File: src/rtl/fifo_arb_pkg.sv
// rtl/fifo_arb_pkg.sv - shared types and helpers for the FIFO burst arbiter
package fifo_arb_pkg;

    // ARB: pick a channel; READ: strobe the FIFO; LATCH: capture read data;
    // SEND: present the word until the downstream accepts it.
    typedef enum logic [1:0] {
        ST_ARB   = 2'd0,
        ST_READ  = 2'd1,
        ST_LATCH = 2'd2,
        ST_SEND  = 2'd3
    } arb_state_t;

    // Index width for n items, never narrower than one bit.
    function automatic int clog2_min1(input int n);
        int w;
        w = 1;
        while ((1 << w) < n) begin
            w = w + 1;
        end
        return w;
    endfunction

endpackage

File: src/rtl/rr_pick.sv
// rtl/rr_pick.sv - combinational round-robin pick over an eligibility vector
//   elig_i  : one bit per channel, set when the channel may be granted
//   last_i  : most recently granted channel; search starts at last_i+1
//   found_o : at least one channel is eligible
//   idx_o   : first eligible channel after last_i, wrapping modulo N_CH
module rr_pick
    import fifo_arb_pkg::*;
#(
    parameter int N_CH  = 4,
    parameter int IDX_W = clog2_min1(N_CH)
) (
    input  logic [N_CH-1:0]  elig_i,
    input  logic [IDX_W-1:0] last_i,
    output logic             found_o,
    output logic [IDX_W-1:0] idx_o
);

    int c;

    // Walk the offsets from farthest to nearest so the nearest eligible
    // channel after last_i is the one left in idx_o.
    always_comb begin
        found_o = 1'b0;
        idx_o   = '0;
        c       = 0;
        for (int i = N_CH; i >= 1; i--) begin
            c = (int'(last_i) + i) % N_CH;
            if (elig_i[c[IDX_W-1:0]]) begin
                found_o = 1'b1;
                idx_o   = c[IDX_W-1:0];
            end
        end
    end

endmodule

File: src/rtl/fifo_burst_arbiter.sv
// rtl/fifo_burst_arbiter.sv - round-robin burst drain of N_CH FIFOs into one stream
//   i_clk, i_rst     : clock, asynchronous active-high reset
//   i_enable         : arbitration enable, only looked at between bursts
//   i_flush          : allow partial bursts from any non-empty FIFO
//   i_count/i_empty  : per-channel FIFO fill level and empty flag
//   i_rdata          : per-channel registered FIFO read data (1-cycle latency)
//   o_read           : one-hot FIFO read strobes
//   o_data/o_chan    : output word and its source channel
//   o_first/o_last   : burst boundary markers
//   o_valid/i_ready  : output handshake
//   o_busy           : a burst is in progress
module fifo_burst_arbiter
    import fifo_arb_pkg::*;
#(
    parameter  int N_CH       = 4,
    parameter  int FIFO_WIDTH = 8,
    parameter  int FIFO_DEPTH = 64,
    parameter  int BURST_LEN  = 16,
    localparam int CNT_W      = $clog2(FIFO_DEPTH) + 1,
    localparam int CH_W       = clog2_min1(N_CH)
) (
    input  logic                       i_clk,
    input  logic                       i_rst,
    input  logic                       i_enable,
    input  logic                       i_flush,
    input  logic [N_CH*CNT_W-1:0]      i_count,
    input  logic [N_CH-1:0]            i_empty,
    input  logic [N_CH*FIFO_WIDTH-1:0] i_rdata,
    output logic [N_CH-1:0]            o_read,
    output logic [FIFO_WIDTH-1:0]      o_data,
    output logic [CH_W-1:0]            o_chan,
    output logic                       o_first,
    output logic                       o_last,
    output logic                       o_valid,
    input  logic                       i_ready,
    output logic                       o_busy
);

    arb_state_t            state_q, state_d;
    logic [CH_W-1:0]       chan_q;
    logic [CH_W-1:0]       last_grant_q;
    logic [CNT_W-1:0]      remaining_q;
    logic                  first_flag_q;
    logic [FIFO_WIDTH-1:0] data_q;
    logic                  valid_q;
    logic                  first_q;
    logic                  last_q;

    logic [N_CH-1:0]       elig;
    logic                  pick_found;
    logic [CH_W-1:0]       pick_idx;
    logic [CNT_W-1:0]      pick_cnt;
    logic [CNT_W-1:0]      grant_len;
    logic [FIFO_WIDTH-1:0] sel_rdata;
    logic                  grant;
    logic                  handshake;

    always_comb begin
        elig      = '0;
        pick_cnt  = '0;
        sel_rdata = '0;
        for (int k = 0; k < N_CH; k++) begin
            elig[k] = (i_count[k*CNT_W +: CNT_W] >= CNT_W'(BURST_LEN))
                   || (i_flush && !i_empty[k]);
            if (pick_idx == CH_W'(k)) begin
                pick_cnt = i_count[k*CNT_W +: CNT_W];
            end
            if (chan_q == CH_W'(k)) begin
                sel_rdata = i_rdata[k*FIFO_WIDTH +: FIFO_WIDTH];
            end
        end
    end

    rr_pick #(
        .N_CH  (N_CH),
        .IDX_W (CH_W)
    ) u_rr_pick (
        .elig_i  (elig),
        .last_i  (last_grant_q),
        .found_o (pick_found),
        .idx_o   (pick_idx)
    );

    // A flush burst only takes what is already in the FIFO, so the read
    // count never exceeds the contents (the fill level can only grow).
    assign grant_len = (pick_cnt >= CNT_W'(BURST_LEN)) ? CNT_W'(BURST_LEN) : pick_cnt;
    assign grant     = (state_q == ST_ARB) && i_enable && pick_found;
    assign handshake = valid_q && i_ready;

    always_ff @(posedge i_clk or posedge i_rst) begin
        if (i_rst) begin
            state_q <= ST_ARB;
        end else begin
            state_q <= state_d;
        end
    end

    always_comb begin
        state_d = state_q;
        case (state_q)
            ST_ARB:   if (grant) state_d = ST_READ;
            ST_READ:  state_d = ST_LATCH;
            ST_LATCH: state_d = ST_SEND;
            ST_SEND: begin
                if (handshake) begin
                    state_d = (remaining_q == CNT_W'(1)) ? ST_ARB : ST_READ;
                end
            end
            default:  state_d = ST_ARB;
        endcase
    end

    always_comb begin
        o_read = '0;
        if (state_q == ST_READ) begin
            o_read = N_CH'(1) << chan_q;
        end
        o_busy = (state_q != ST_ARB);
    end

    always_ff @(posedge i_clk or posedge i_rst) begin
        if (i_rst) begin
            chan_q       <= '0;
            last_grant_q <= CH_W'(N_CH - 1);
            remaining_q  <= '0;
            first_flag_q <= 1'b0;
            data_q       <= '0;
            valid_q      <= 1'b0;
            first_q      <= 1'b0;
            last_q       <= 1'b0;
        end else begin
            case (state_q)
                ST_ARB: begin
                    if (grant) begin
                        chan_q       <= pick_idx;
                        last_grant_q <= pick_idx;
                        remaining_q  <= grant_len;
                        first_flag_q <= 1'b1;
                    end
                end
                ST_LATCH: begin
                    data_q       <= sel_rdata;
                    valid_q      <= 1'b1;
                    first_q      <= first_flag_q;
                    last_q       <= (remaining_q == CNT_W'(1));
                    first_flag_q <= 1'b0;
                end
                ST_SEND: begin
                    if (handshake) begin
                        valid_q     <= 1'b0;
                        remaining_q <= remaining_q - CNT_W'(1);
                    end
                end
                default: begin
                end
            endcase
        end
    end

    assign o_data  = data_q;
    assign o_chan  = chan_q;
    assign o_first = first_q;
    assign o_last  = last_q;
    assign o_valid = valid_q;

endmodule

File: config.mk
export PLATFORM = sky130hd
export DESIGN_NAME = fifo_burst_arbiter
export DESIGN_NICKNAME = d
export VERILOG_FILES = /design/src/rtl/fifo_arb_pkg.sv /design/src/rtl/rr_pick.sv /design/src/rtl/fifo_burst_arbiter.sv
export SDC_FILE = /design/constraint.sdc
export NUM_CORES = 1
export LEC_CHECK = 0
export CAP_MARGIN = 20
export CORE_MARGIN = 2
export CORE_UTILIZATION = 44
export DETAILED_ROUTE_END_ITERATION = 12
export GPL_ROUTABILITY_DRIVEN = 1
export PLACE_DENSITY_LB_ADDON = 0.12
export SYNTH_ARGS = -nofsm -noshare
export SYNTH_HDL_FRONTEND = slang
export SYNTH_HIERARCHICAL = 1
export SYNTH_SLANG_ARGS = --single-unit
File: constraint.sdc
create_clock -name i_clk -period 3.5 [get_ports i_clk]
set_clock_uncertainty 0.15 [all_clocks]
set_input_delay 0.7 -clock i_clk [delete_from_list [all_inputs] [get_ports i_clk]]
set_output_delay 0.7 -clock i_clk [all_outputs]
set_load 0.02 [all_outputs]
# Word level (Yosys, flattened, before mapping)
# Cells that the tools add are included.
# op_classes
mux	37
n_div	0
n_eq_ne	12
magnitude_cmp	9
addsub	5
n_reduce_logical	27
bitwise	0
mul	0
shifts	1
# op_table
op	count
7-bit two-way mux	7
7-bit by 5-bit greater-or-equal comparator with 1-bit output (second input constant)	5
8-bit two-way mux	4
7-bit case mux with 2 select lines	1
2-bit == test (second input constant)	6
2-bit by 3-bit less-than comparator with 1-bit output (second input constant)	4
2-bit two-way mux	6
1-bit two-way mux	11
1-bit binary-select mux with 2-bit select	4
2-bit case mux with 4 select lines	1
2-bit AND reduction	4
2-bit nonzero test	4
7-bit by 1-bit == test with 1-bit output (second input constant)	1
1-bit logical AND	7
7-bit by 1-bit subtractor with 7-bit output (second input constant)	1
2-bit by 1-bit == test with 1-bit output (second input constant)	3
2-bit logical NOT	3
2-bit by 1-bit adder with 2-bit output (second input constant)	2
2-bit adder (second input constant)	2
1-bit logical NOT	4
1-bit logical OR	4
4-bit two-way mux	1
2-bit inequality test (second input constant)	2
1-bit case mux with 2 select lines	2
other kinds (2)	2
# totals
elab_cells	100
latch_bits	0
ram_bits	0
mem_count	0
out_inout_bits	18
regBits	25
romBits	0

# Depth between registers and ports, before layout
# Gate-level depths: netlist of run 1.
# depth
ltp_word	18
depth_mapped	10
mapped_depth_nobuf	9

# By module
# The synthesis of run 1 kept the hierarchy.
# modules_own_cells
module	n_inst	cells_each	seq_area_each_um2	area_per_inst_um2
fifo_burst_arbiter	1	152	628.1	1742.9
rr_pick	1	14	0.0	91.3

# Least setup slack after synthesis of run 1
# OpenSTA, ideal clock, no wires.
# synth_timing
path_kind	input to register
from	input port i_count[19]
to	register remaining_q[1]
setup_time_ps	126
slack_ps	750
arrival_time_ps	2474
stages	8
n_path_buf	1
path_cell_list	nor3_4 o21ai_0 and2b_1 a21oi_2 o221ai_2 buf_6 mux4_2 a221o_1
# synth_via
elab_chain_len	17
# synth_lines
item	line	source
start: declaration	fifo_burst_arbiter.sv:26	input logic [N_CH*CNT_W-1:0] i_count,
7-bit by 5-bit greater-or-equal comparator with 1-bit output (*)	fifo_burst_arbiter.sv:63	elig[k] = (i_count[k*CNT_W +: CNT_W] >= CNT_W'(BURST_LEN))
1-bit logical OR (*)	fifo_burst_arbiter.sv:64	|| (i_flush && !i_empty[k]);
named net elig[2]	fifo_burst_arbiter.sv:49	logic [N_CH-1:0] elig;
1-bit binary-select mux with 2-bit select	rr_pick.sv:28	if (elig_i[c[IDX_W-1:0]]) begin
1-bit two-way mux (not written as such)	rr_pick.sv:28	
2-bit two-way mux (3 in series)	rr_pick.sv:28	
2-bit two-way mux (*)	rr_pick.sv:28	
named net pick_idx[0]	fifo_burst_arbiter.sv:51	logic [CH_W-1:0] pick_idx;
2-bit logical NOT	fifo_burst_arbiter.sv:65	if (pick_idx == CH_W'(k)) begin
7-bit two-way mux (3 in series)	fifo_burst_arbiter.sv:65	
7-bit two-way mux (*)	fifo_burst_arbiter.sv:65	
7-bit by 5-bit greater-or-equal comparator with 1-bit output	fifo_burst_arbiter.sv:86	assign grant_len = (pick_cnt >= CNT_W'(BURST_LEN)) ? CNT_W'(BURST_LEN) : pick_cnt;
7-bit two-way mux (*)	fifo_burst_arbiter.sv:86	
7-bit two-way mux (*)	fifo_burst_arbiter.sv:134	if (grant) begin
7-bit case mux with 2 select lines (*)	fifo_burst_arbiter.sv:132	case (state_q)
end signal: assignment	fifo_burst_arbiter.sv:137	remaining_q <= grant_len;
end signal: assignment	fifo_burst_arbiter.sv:151	remaining_q <= remaining_q - CNT_W'(1);
end: declaration	fifo_burst_arbiter.sv:42	logic [CNT_W-1:0] remaining_q;
# The timed path passes the listed nets; every way through them passes the cells marked *. The select of a mux whose other input is x is not followed.
# A chain may end at the register's enable or synchronous reset.

# Worst setup path after layout of run 1
# layout_timing
from	input port i_flush
to	register remaining_q[4]
# layout_via
elab_chain_len	17
# layout_lines
item	line	source
start: declaration	fifo_burst_arbiter.sv:25	input logic i_flush,
1-bit logical AND (*)	fifo_burst_arbiter.sv:64	
1-bit logical OR (*)	fifo_burst_arbiter.sv:64	
named net elig[3]	fifo_burst_arbiter.sv:49	
1-bit binary-select mux with 2-bit select	rr_pick.sv:28	
1-bit two-way mux (not written as such)	rr_pick.sv:28	
2-bit two-way mux (3 in series)	rr_pick.sv:28	
2-bit two-way mux (*)	rr_pick.sv:28	
named net pick_idx[0]	fifo_burst_arbiter.sv:51	
2-bit logical NOT	fifo_burst_arbiter.sv:65	
7-bit two-way mux (3 in series)	fifo_burst_arbiter.sv:65	
7-bit two-way mux (*)	fifo_burst_arbiter.sv:65	
7-bit by 5-bit greater-or-equal comparator with 1-bit output	fifo_burst_arbiter.sv:86	
7-bit two-way mux (*)	fifo_burst_arbiter.sv:86	
7-bit two-way mux (*)	fifo_burst_arbiter.sv:134	
7-bit case mux with 2 select lines (*)	fifo_burst_arbiter.sv:132	
# Marks and branches as above.

==> flow_metrics.env, run 1 <==
export IMPL_via_per_inst=5.29
export IMPL_p_per_area_nw_per_um2=694
export IMPL_cts_buffer_depth=2
export IMPL_p_int_w=0.00116
export IMPL_slowest_stage="clkdlybuf4s50_1"
export IMPL_pre_cts_ws_ns=0.0667
export IMPL_num_vias=1597
export IMPL_p_leak_nw=1.14
export IMPL_ant_nets=0
export IMPL_ys_ff_latch=25
export IMPL_grt_max_degree=26
export IMPL_finalHoldViolCount=0
export IMPL_cts_setup_buffers=0
export IMPL_finalPower_w=0.00192
export IMPL_io_buffer_count=86
export IMPL_yosysSeqAreaShare_pct=34.2
export IMPL_synthesis_nets=242
export IMPL_grt_total_usage_pct=18.2
export IMPL_core_area_sq_um=4000
export IMPL_htree_levels=1
export IMPL_cp_end_kind="flip-flop"
export IMPL_antenna_found_initial=0
export IMPL_seqCellArea_sq_um=628
export IMPL_grt_overflow=0
export IMPL_cts_root_buf="clkbuf_8"
export IMPL_rsz0062_at_grt="no"
export IMPL_die_area_sq_um=4700
export IMPL_fillers=307
export IMPL_cts_resized=0
export IMPL_critPathMaxStageDelay_ns=0.45
export IMPL_max_freq_ghz=0.319
export IMPL_syn_to_final_growth_pct=51.0
export IMPL_slew_viol_final=0
export IMPL_fp_dieW_um=68.6
export IMPL_clock_power_share_pct=8.9
export IMPL_placed_area_sq_um=2730
export IMPL_wl_per_cell_um=13.8
export IMPL_final_setup_tns_ns=0
export IMPL_cp_num_buf_inv=3
export IMPL_drcViolationCount=0
export IMPL_final_common_cell="clkdlybuf4s50_1"
export IMPL_crit_family="compound AO/OA/AOI/OAI gates"
export IMPL_hpwl_mm=3.37
export IMPL_cts_buffers=3
export IMPL_layout_common_cells="clkdlybuf4s50_1 (86), dfrtp_1 (23), nand2_1 (20), inv_1 (11)"
export IMPL_yosys_warnings=6
export IMPL_std_cell_rows=23
export IMPL_status="finished clean"
export IMPL_criticalPathCategory="input pin to flip-flop"
export IMPL_syn_cell_area_sq_um=1830
export IMPL_worst_slew_pin_slew_ns=0.960
export IMPL_relSlewSlack_pct=36.0
export IMPL_cp_cell_sequence="clkdlybuf4s50_1 -> inv_1 -> o21ai_0 -> and2b_1 -> a21oi_2 -> o221ai_2 -> buf_4 -> nor2b_4 -> a22oi_4 -> a311oi_4 -> a2111oi_2"
export IMPL_drt_iter0_markers=53
export IMPL_switching_share_pct=39.8
export IMPL_worstHoldPathType="flip-flop to flip-flop"
export IMPL_final_area_sq_um=2770
export IMPL_period_share_pct=89.6
export IMPL_multi_input_area_sq_um=1110
export IMPL_final_util_pct=69.3
export IMPL_cts_sinks=25
export IMPL_chipHeight_um=68.6
export IMPL_startpoint_type="input pin"
export IMPL_cp_arrival_ns=3.16
export IMPL_netSwitchingPower_w=0.000765
export IMPL_final_nets=329
export IMPL_antenna_cells=0
export IMPL_drtPass1Iterations=4
export IMPL_cp_max_fo=6
export IMPL_syn_inst=166
export IMPL_io_pins=87
export IMPL_required_ns=3.52
export IMPL_synth_distinct_cells=47
export IMPL_start_util_pct=45.9
export IMPL_drive_gt1_share_pct=15.1
export IMPL_fin_crit_ns=3.14
export IMPL_clk_pin_slew_worst_paths_ns=0.08
export IMPL_vdd_ir_drop_max_mv=0.234
export IMPL_combinationalPowerShare_pct=61.3
export IMPL_setup_viol=0
export IMPL_routabilityCongestion=0.850
export IMPL_p_seq_share_pct=29.8
export IMPL_grt_pass1_vias=1443
export IMPL_cts_tree="built"
export IMPL_grt_first_pass_wirelength_mm=6.27
export IMPL_insertion_delay_ns=0.27
export IMPL_fin_ws_ns=0.363
export IMPL_syn_area_per_cell_sq_um=11.0
export IMPL_maxCapViolations=0
export IMPL_holdBufCountCts=0
export IMPL_drt_total_wl_mm=4.16
path summary, 6_finish.rpt:
path | start | end | slack, ns | depth (start not counted)
setup / recovery | i_flush | remaining_q[4]$_DFFE_PP0P_ | 0.36 | 11
min in group asynchronous | i_rst | o_data[0]$_DFFE_PP0P_ | 0.79 | 2
max in group asynchronous | i_rst | o_data[4]$_DFFE_PP0P_ | 1.82 | 2
hold / removal | last_grant_q[0]$_DFFE_PP1P_ | last_grant_q[0]$_DFFE_PP1P_ | 0.34 | 2
setup reg to reg | last_grant_q[1]$_DFFE_PP1P_ | remaining_q[4]$_DFFE_PP0P_ | 1.11 | 8
hold reg to reg | last_grant_q[0]$_DFFE_PP1P_ | last_grant_q[0]$_DFFE_PP1P_ | 0.34 | 2
routing by layer:
metal  wire length [um]  part of all wire (%)  up-vias  global-route usage (%)
met2               1800                    43       82                    29.8
met1               1800                    43      711                    22.6
li1                   -                     -      797                       -
met5                  0                     0        -                       0
met3                449                    11        7                    3.90
met4                100                   2.4        0                    9.25
cell usage after synthesis (all sizes together):
master	instances	area share [%]
nand3	4	1.1
dfstp	2	2.9
inv	11	2.3
a211o	1	0.55
a311oi	1	1.4
o2bb2ai	1	0.48
and3	2	0.68
mux2	9	6.3
and2b	1	0.41
a32oi	1	0.48
mux4	12	15
a22oi	1	1.2
a21oi	6	1.8
nor2	10	2.0
a31oi	1	0.34
nand2b	3	1.0
buf	6	2.8
nor3b	5	2.0
a21o	1	0.41
nand2	20	4.1
ha	7	4.8
o21ai	11	3.0
clkbuf	1	0.20
a2111oi	2	1.3
mux2i	1	0.55
nand4	3	1.0
a21boi	2	0.82
a221o	3	1.6
a21bo	1	0.55
nor4b	1	0.82
o32ai	1	0.48
nor3	5	2.6
nor2b	2	1.1
o22ai	2	0.68
dfrtp	23	31
nand3b	2	0.82
o221ai	1	0.82
state kept, by name, indices dropped and copies added, names as in the netlist:
| name | count |
|---|---|
| o_data | 8 |
| state_q | 2 |
| o_first | 1 |
| o_last | 1 |
| o_valid | 1 |
| remaining_q | 7 |
| first_flag_q | 1 |
| o_chan | 2 |
| last_grant_q | 2 |
through the flow:
stage / hold WS, ns / std cells
after floorplan: 0.293 / 166
after global routing: 0.353 / 302
after global placement: 0.316 / 298
final: 0.341 / 302
after CTS: 0.342 / 302
after detailed placement: 0.330 / 298
power groups by stage:
stage	combinational, W	clock [W]	sequential [W]
detailed placement	0.00119	0	0.000581
CTS	0.00119	0.000178	0.000575
floorplan	0.000789	0	0.000615
global placement	0.00117	0	0.000577
finish	0.00118	0.000171	0.000572
global route	0.00127	0.000185	0.000600
cell type report:
class / count / area share (%)
inverter: 11 / 1.49
multi-input combinational: 123 / 40.1
clock buffer: 4 / 1.63
sequential: 25 / 22.7
timing repair buffer: 89 / 31.9
tap: 50 / 2.26
tightest hold or removal path: cells and delay by family (launching register included):
family | cells | cell delay [ns]
flops | 1 | 0.40
simple gates | 2 | 0.10
cell families after synthesis:
kind of cell / after synthesis / share of synthesized area (%)
AOI/OAI and AO/OA: 36 / 16.0
muxes: 22 / 22.0
buffers and inverters: 18 / 5.25
adders and majority gates: 7 / 4.77
and+or+nand+nor: 58 / 17.7
DFF: 25 / 34.2
(Power assumes the default switching activity.)
==> run 2: changes to the inputs <==
--- a/config.mk
+++ b/config.mk
@@ -5,9 +5,9 @@
 export SDC_FILE = /design/constraint.sdc
 export NUM_CORES = 1
 export LEC_CHECK = 0
-export CAP_MARGIN = 20
+export ABC_AREA = 1
 export CORE_MARGIN = 2
-export CORE_UTILIZATION = 44
+export CORE_UTILIZATION = 46
 export DETAILED_ROUTE_END_ITERATION = 12
 export GPL_ROUTABILITY_DRIVEN = 1
 export PLACE_DENSITY_LB_ADDON = 0.12
==> flow_metrics.env, run 2 <==
export IMPL_ys_ff_latch=25
export IMPL_drive_gt1_share_pct=10.7
export IMPL_synth_edf_count=0
export IMPL_p_int_w=0.00121
export IMPL_holdPathStages=2
export IMPL_criticalPathCategory="input pin to flip-flop"
export IMPL_rsz0062_at_grt="no"
export IMPL_hold_worst_slack_ns=0.337
export IMPL_synth_top_cells_by_count="nand2_1 (99), inv_1 (29), nor2_1 (29)"
export IMPL_start_util_pct=48.2
export IMPL_slew_viol_final=0
export IMPL_synth_most_common_cell="nand2_1"
export IMPL_syn_inst=298
export IMPL_final_setup_tns_ns=0
export IMPL_drcViolationCount=0
export IMPL_p_per_area_nw_per_um2=871
export IMPL_yosys_area_top_type="dfrtp_1"
export IMPL_hpwl_mm=4.39
export IMPL_fillers=356
export IMPL_combinationalPowerShare_pct=69.9
export IMPL_cts_tree="built"
export IMPL_via_per_inst=4.91
export IMPL_routabilityCongestion=0.921
export IMPL_cts_setup_buffers=0
export IMPL_p_seq_share_pct=23.0
export IMPL_synthArstFlopShare_pct=100
export IMPL_std_cell_rows=23
export IMPL_cts_sinks=25
export IMPL_yosysSeqAreaShare_pct=32.1
export IMPL_drtPass1Iterations=4
export IMPL_grt_pass1_vias=1926
export IMPL_cts_resized=0
export IMPL_grt_first_pass_wirelength_mm=8.80
export IMPL_vdd_ir_drop_max_mv=0.408
export IMPL_clock_power_share_pct=7.1
export IMPL_grt_overflow=0
export IMPL_grt_total_usage_pct=22.0
export IMPL_final_common_cell="nand2_1"
export IMPL_final_nets=460
export IMPL_yosysTopAreaCellShare_pct=29.4
export IMPL_num_vias=2125
export IMPL_wl_per_cell_um=12.2
export IMPL_period_share_pct=85.0
export IMPL_netSwitchingPower_w=0.00131
export IMPL_final_area_sq_um=2900
export IMPL_chipHeight_um=69.2
export IMPL_ant_nets=0
export IMPL_synth_ff_type="dfrtp_1"
export IMPL_largest_reg_flops=8
export IMPL_synth_area_leaders="dfrtp_1 (29%), nand2_1 (19%), nand3_1 (5.6%)"
export IMPL_finalPower_w=0.00252
export IMPL_switching_share_pct=51.9
export IMPL_rr_worst_depth=14
export IMPL_antenna_found_initial=0
export IMPL_drt_iter0_markers=116
export IMPL_maxCapViolations=0
export IMPL_fin_crit_ns=2.97
export IMPL_cts_buffer_depth=2
export IMPL_startpoint_type="input pin"
export IMPL_synth_distinct_cells=33
export IMPL_multi_input_area_sq_um=1150
export IMPL_max_freq_ghz=0.336
export IMPL_required_ns=3.55
export IMPL_die_area_sq_um=4790
export IMPL_seqCellArea_sq_um=628
export IMPL_holdBufCountCts=0
export IMPL_finalHoldViolCount=0
export IMPL_worst_slew_pin_slew_ns=0.948
export IMPL_fp_dieW_um=69.2
export IMPL_grt_max_degree=26
export IMPL_p_leak_nw=1.40
export IMPL_clk_pin_slew_worst_paths_ns=0.10
export IMPL_io_buffer_count=86
export IMPL_cp_max_fo=6
export IMPL_cp_end_kind="flip-flop"
export IMPL_cts_root_buf="clkbuf_8"
export IMPL_placed_area_sq_um=2850
export IMPL_io_pins=87
export IMPL_relSlewSlack_pct=36.7
export IMPL_core_area_sq_um=4060
export IMPL_syn_cell_area_sq_um=1960
export IMPL_synthesis_nets=374
export IMPL_cts_buffers=3
export IMPL_cp_arrival_ns=3.02
export IMPL_insertion_delay_ns=0.27
export IMPL_setup_viol=0
export IMPL_htree_levels=1
export IMPL_syn_to_final_growth_pct=48.1
export IMPL_yosys_warnings=6
export IMPL_antenna_cells=0
export IMPL_syn_area_per_cell_sq_um=6.57
export IMPL_drt_total_wl_mm=5.26
export IMPL_status="finished clean"
export IMPL_worstHoldPathType="flip-flop to flip-flop"
export IMPL_layout_common_cells="nand2_1 (99), clkdlybuf4s50_1 (86), inv_1 (29), nor2_1 (29), dfrtp_1 (23)"
[run 2: cell count changes after synthesis, moves of 5 or more]
cell / previous run / this run
nor3b_1: 5 / 0
nand3_1: 4 / 22
nor2_1: 10 / 29
mux4_2: 10 / 0
mux2_2: 5 / 0
a31oi_1: 1 / 6
nor2_2: 0 / 5
nand2_1: 20 / 99
nand2_2: 0 / 10
a21oi_1: 5 / 12
inv_1: 11 / 29
inv_2: 0 / 8
[run 2: final timing paths]
path,start,end,slack (ns)
worst min register to register,o_last$_DFFE_PP0P_,o_last$_DFFE_PP0P_,0.34
worst min-delay path,o_last$_DFFE_PP0P_,o_last$_DFFE_PP0P_,0.34
max in group asynchronous,i_rst,state_q[1]$_DFFE_PP0P_,1.83
worst max-delay path,i_flush,remaining_q[4]$_DFFE_PP0P_,0.53
min in group asynchronous,i_rst,o_data[7]$_DFFE_PP0P_,0.78
worst max register to register,last_grant_q[0]$_DFFE_PP1P_,remaining_q[4]$_DFFE_PP0P_,1.06
[run 2: metrics by stage]
| step | setup slack [ns] | std cells | utilization, % |
|---|---|---|---|
| floorplan | 0.974 | 298 | - |
| global placement | 0.362 | 429 | 70.2 |
| detailed placement | 0.281 | 429 | 70.2 |
| CTS | 0.546 | 433 | 71.4 |
| global route | 0.226 | 433 | 71.4 |
| finish | 0.526 | 433 | 71.4 |
[run 2: metal layers]
layer,track usage [%],wire length (um)
met5,0,0
met2,39.7,2660
met1,28.1,2380
met4,4.58,40
met3,2.76,191
[run 2: final cells by class]
cell class,instances,share of cell area [%]
multi-input combinational,229,39.5
timing repair buffer,86,29.7
sequential,25,21.7
inverter,39,5.27
tap,50,2.16
clock buffer,3,1.42
clock inverter,1,0.259
[run 2: kinds of logic after synthesis]
family / Yosys count / share of synthesized area [%]
flip-flops: 25 / 32.1
AND/OR/NAND/NOR: 176 / 39.2
buffers and inverters: 44 / 9.33
AO/OA/AOI/OAI: 44 / 14.0
XOR/XNOR: 2 / 0.895
adder cells (fa/ha/maj): 7 / 4.48
[run 2: worst max-delay path: stages]
cell and delay [ns]:
clkdlybuf4s50_1 0.45, inv_1 0.07, o211ai_1 0.28, nand2_1 0.10, o21ai_1 0.12, nand2_1 0.08, nand2_1 0.06, nand3_1 0.06
a21boi_1 0.39, inv_1 0.11, nor2_2 0.16, nand2_1 0.09, nand3_2 0.08, nand2_2 0.07, nand2_1 0.07, nand3_1 0.08
o21ai_2 0.06
[run 2: power groups by stage]
stage,logic (W),clock network [W],registers (W)
6_report,0.00177,0.000179,0.000581
2_1_floorplan,0.00123,0,0.000626
3_3_place_gp,0.00173,0,0.000581
4_1_cts,0.00177,0.000178,0.000581
3_5_place_dp,0.00175,0,0.000586
5_1_grt,0.00199,0.000187,0.000605
==> patch (settings of run 1) <==
Re-encode `arb_state_t` (4 states) as Gray code, 2 bits wide.
--- a/src/rtl/fifo_arb_pkg.sv
+++ b/src/rtl/fifo_arb_pkg.sv
@@ -5,8 +5,8 @@
     // SEND: present the word until the downstream accepts it.
     typedef enum logic [1:0] {
-        ST_ARB   = 2'd0,
-        ST_READ  = 2'd1,
-        ST_LATCH = 2'd2,
-        ST_SEND  = 2'd3
+        ST_ARB   = 2'b00,
+        ST_READ  = 2'b01,
+        ST_LATCH = 2'b11,
+        ST_SEND  = 2'b10
     } arb_state_t;
 
Behaviour: same outputs for any inputs over 10 cycles, from zero or initial values and one cycle with i_rst high; not proved beyond that.
==> patch against run 1 <==
  * Critical path depth shrank 1
  * Design area shrank 6.0%
  * Worst setup slack gained 0.13 ns
  * Count of clock-buffer cells in the layout shrank 1
  * Global-route usage grew 1.6 points
  * Sequential power grew 1%
  * Routed wire length grew 3.6%
  * Highest routed layer unchanged
  * Power shrank 5.0%
  * Largest power group unchanged
  * Sequential cell count is the same
  * Register-to-register slack gained 0.18 ns
  * Critical path type unchanged
  * Area after synthesis shrank 10%
  * Synthesized cell count shrank 6.6%
==> patch: results (changes against run 1) <==
power_and_ir_drop:
  vdd_drop_max_uv: 375  # was 234 uV
  power.leakage_uw: 0.00108  # was 0.00114 uW
drt:
  drtIter0Drc: 26  # was 53
  detail_route.vias_per_cell: 5.46  # was 5.29
  wl_per_cell_um: 14.9  # was 13.8 um
  drc: 0  # unchanged
  drt_pre_antenna_iters: 4  # unchanged
synth:
  yosysSeqAreaShare: 0.382  # was 0.342
  ys_top_cells_by_count: "dfrtp_1, nand2_1, inv_1, mux4_2, mux2_2"  # was dfrtp_1, nand2_1, inv_1, mux4_2, nor2_1
  async_flop_share: 1.00  # unchanged
  synth.area.top_cells: "dfrtp_1, mux4_2, mux2_2"  # was dfrtp_1, mux4_2, ha_1
  ys_warn_count: 6  # unchanged
  synth_cell_types: 38  # was 47
  syn_nets: 226  # was 242
worst_setup_path:
  crit_arrival_ns: 3.03  # was 3.16 ns
  cpLargestDelayFamily: "compound AO/OA/AOI/OAI gates"  # unchanged
  cp_max_fo: 6  # unchanged
  max_stage_delay_ns: 0.41  # was 0.45 ns
  slowest_stage: "o221ai_2"  # was clkdlybuf4s50_1
final_layout:
  n_fill_cell: 272  # was 307
  largest_reg_flops: 8  # unchanged
  fin_nets: 313  # was 329
  drive_gt1_frac: 0.154  # was 0.151
  n_antenna_cell: 0  # unchanged
run_status:
  status: "complete, no violations"  # unchanged
global_routing:
  antenna_found_initial: 0  # unchanged
  grt_pass1_wl_um: 6680  # was 6270 um
  grt_max_degree: 26  # unchanged
  gr-usage-all-layers: 0.198  # was 0.182
  first_global_vias: 1560  # was 1443
clocking:
  clkTransAtPathRegs_ns: 0.09
  numCtsBuffers: 3  # unchanged
  postCtsSetupBuffers: 0  # unchanged
  cts_max_level: 1  # unchanged
  cts_resized: 0  # unchanged
  cts_root_buf: "clkbuf_8"  # unchanged
  insertion_delay_ns: 0.27  # about the same
  cts_buffer_depth: 2  # unchanged
hold_path:
  hp-class: "reg -> reg"  # unchanged
placed_design:
  dp_hpwl_um: 3520  # was 3370 um
  gp_congestion: 0.912  # was 0.850
  placed_area_sq_um: 2560  # was 2730 sq um
  portBuffers: 86  # unchanged
timing:
  relSlewSlack: 0.381  # was 0.360
[patch: cell count changes after synthesis, moves of 3 or more]
cell / before / now
mux2_4: 4 / 0
mux2_2: 5 / 10
nand4_1: 3 / 0
a221o_1: 3 / 0
nor3_1: 3 / 7
nor2_1: 10 / 6
mux2i_1: 1 / 5
ha_1: 7 / 2
o21ai_1: 4 / 0
nor3b_1: 5 / 1
buf_6: 3 / 0
[patch: final timing paths]
path | start | endpoint | slack, ns | cells after the start
min reg2reg | first_flag_q$_DFFE_PP0P_ | first_flag_q$_DFFE_PP0P_ | 0.34 | 2
min in group asynchronous | i_rst | o_data[3]$_DFFE_PP0P_ | 0.80 | 2
min | first_flag_q$_DFFE_PP0P_ | first_flag_q$_DFFE_PP0P_ | 0.34 | 2
max | i_count[19] | remaining_q[3]$_DFFE_PP0P_ | 0.50 | 10
max reg2reg | last_grant_q[1]$_DFFE_PP1P_ | remaining_q[3]$_DFFE_PP0P_ | 1.29 | 7
max in group asynchronous | i_rst | remaining_q[0]$_DFFE_PP0P_ | 1.84 | 2
[patch: cells by family (layout without fill, tap and decap cells)]
kind of cell | after synthesis | in the layout | synth area share
compound gates | 27 | 27 | 0.113
fa+ha+maj | 2 | 2 | 0.0152
buf+inv | 20 | 106 | 0.0487
flops | 25 | 25 | 0.382
mux | 27 | 27 | 0.263
simple gates | 54 | 54 | 0.178
[patch: stage by stage]
stage	power [uW]	setup WS, ns	instances	utilization	hold WS [ns]
finish	1830	0.498	289	0.717	0.340
global route	1950	0.262	289	0.717	0.364
CTS	1840	0.476	289	0.717	0.340
detailed placement	1670	0.185	285	0.704	0.327
global placement	1630	0.283	285	0.704	0.321
floorplan	1280	0.885	155	-	0.293
[patch: tightest hold or removal path, cell delays in order (launching register included)]
cell,delay [ns]
dfrtp_1,0.36
nand2_1,0.05
nand2_1,0.05
[patch: routing by layer]
metal	part of all wire	vias up	global-route usage
met5	0	-	0
met4	0.0033	0	0.0313
met3	0.084	4	0.0360
met2	0.53	69	0.392
met1	0.38	761	0.225
li1	-	745	-
[patch: where the power goes]
group / internal, uW / total [uW] / switching (uW) / leakage (uW)
sequential: 434 / 579 / 145 / 0.000301
clock: 79.5 / 168 / 88.4 / 0.0000255
combinational: 601 / 1080 / 478 / 0.000754
total: 1110 / 1830 / 711 / 0.00108
[patch: final cells by class]
type                       instances  share of cell area
clock buffer                       3              0.0159
multi-input combinational        110               0.360
tap                               48              0.0231
clock inverter                     1             0.00192
timing repair buffer              89               0.339
sequential                        25               0.241
inverter                          13              0.0187
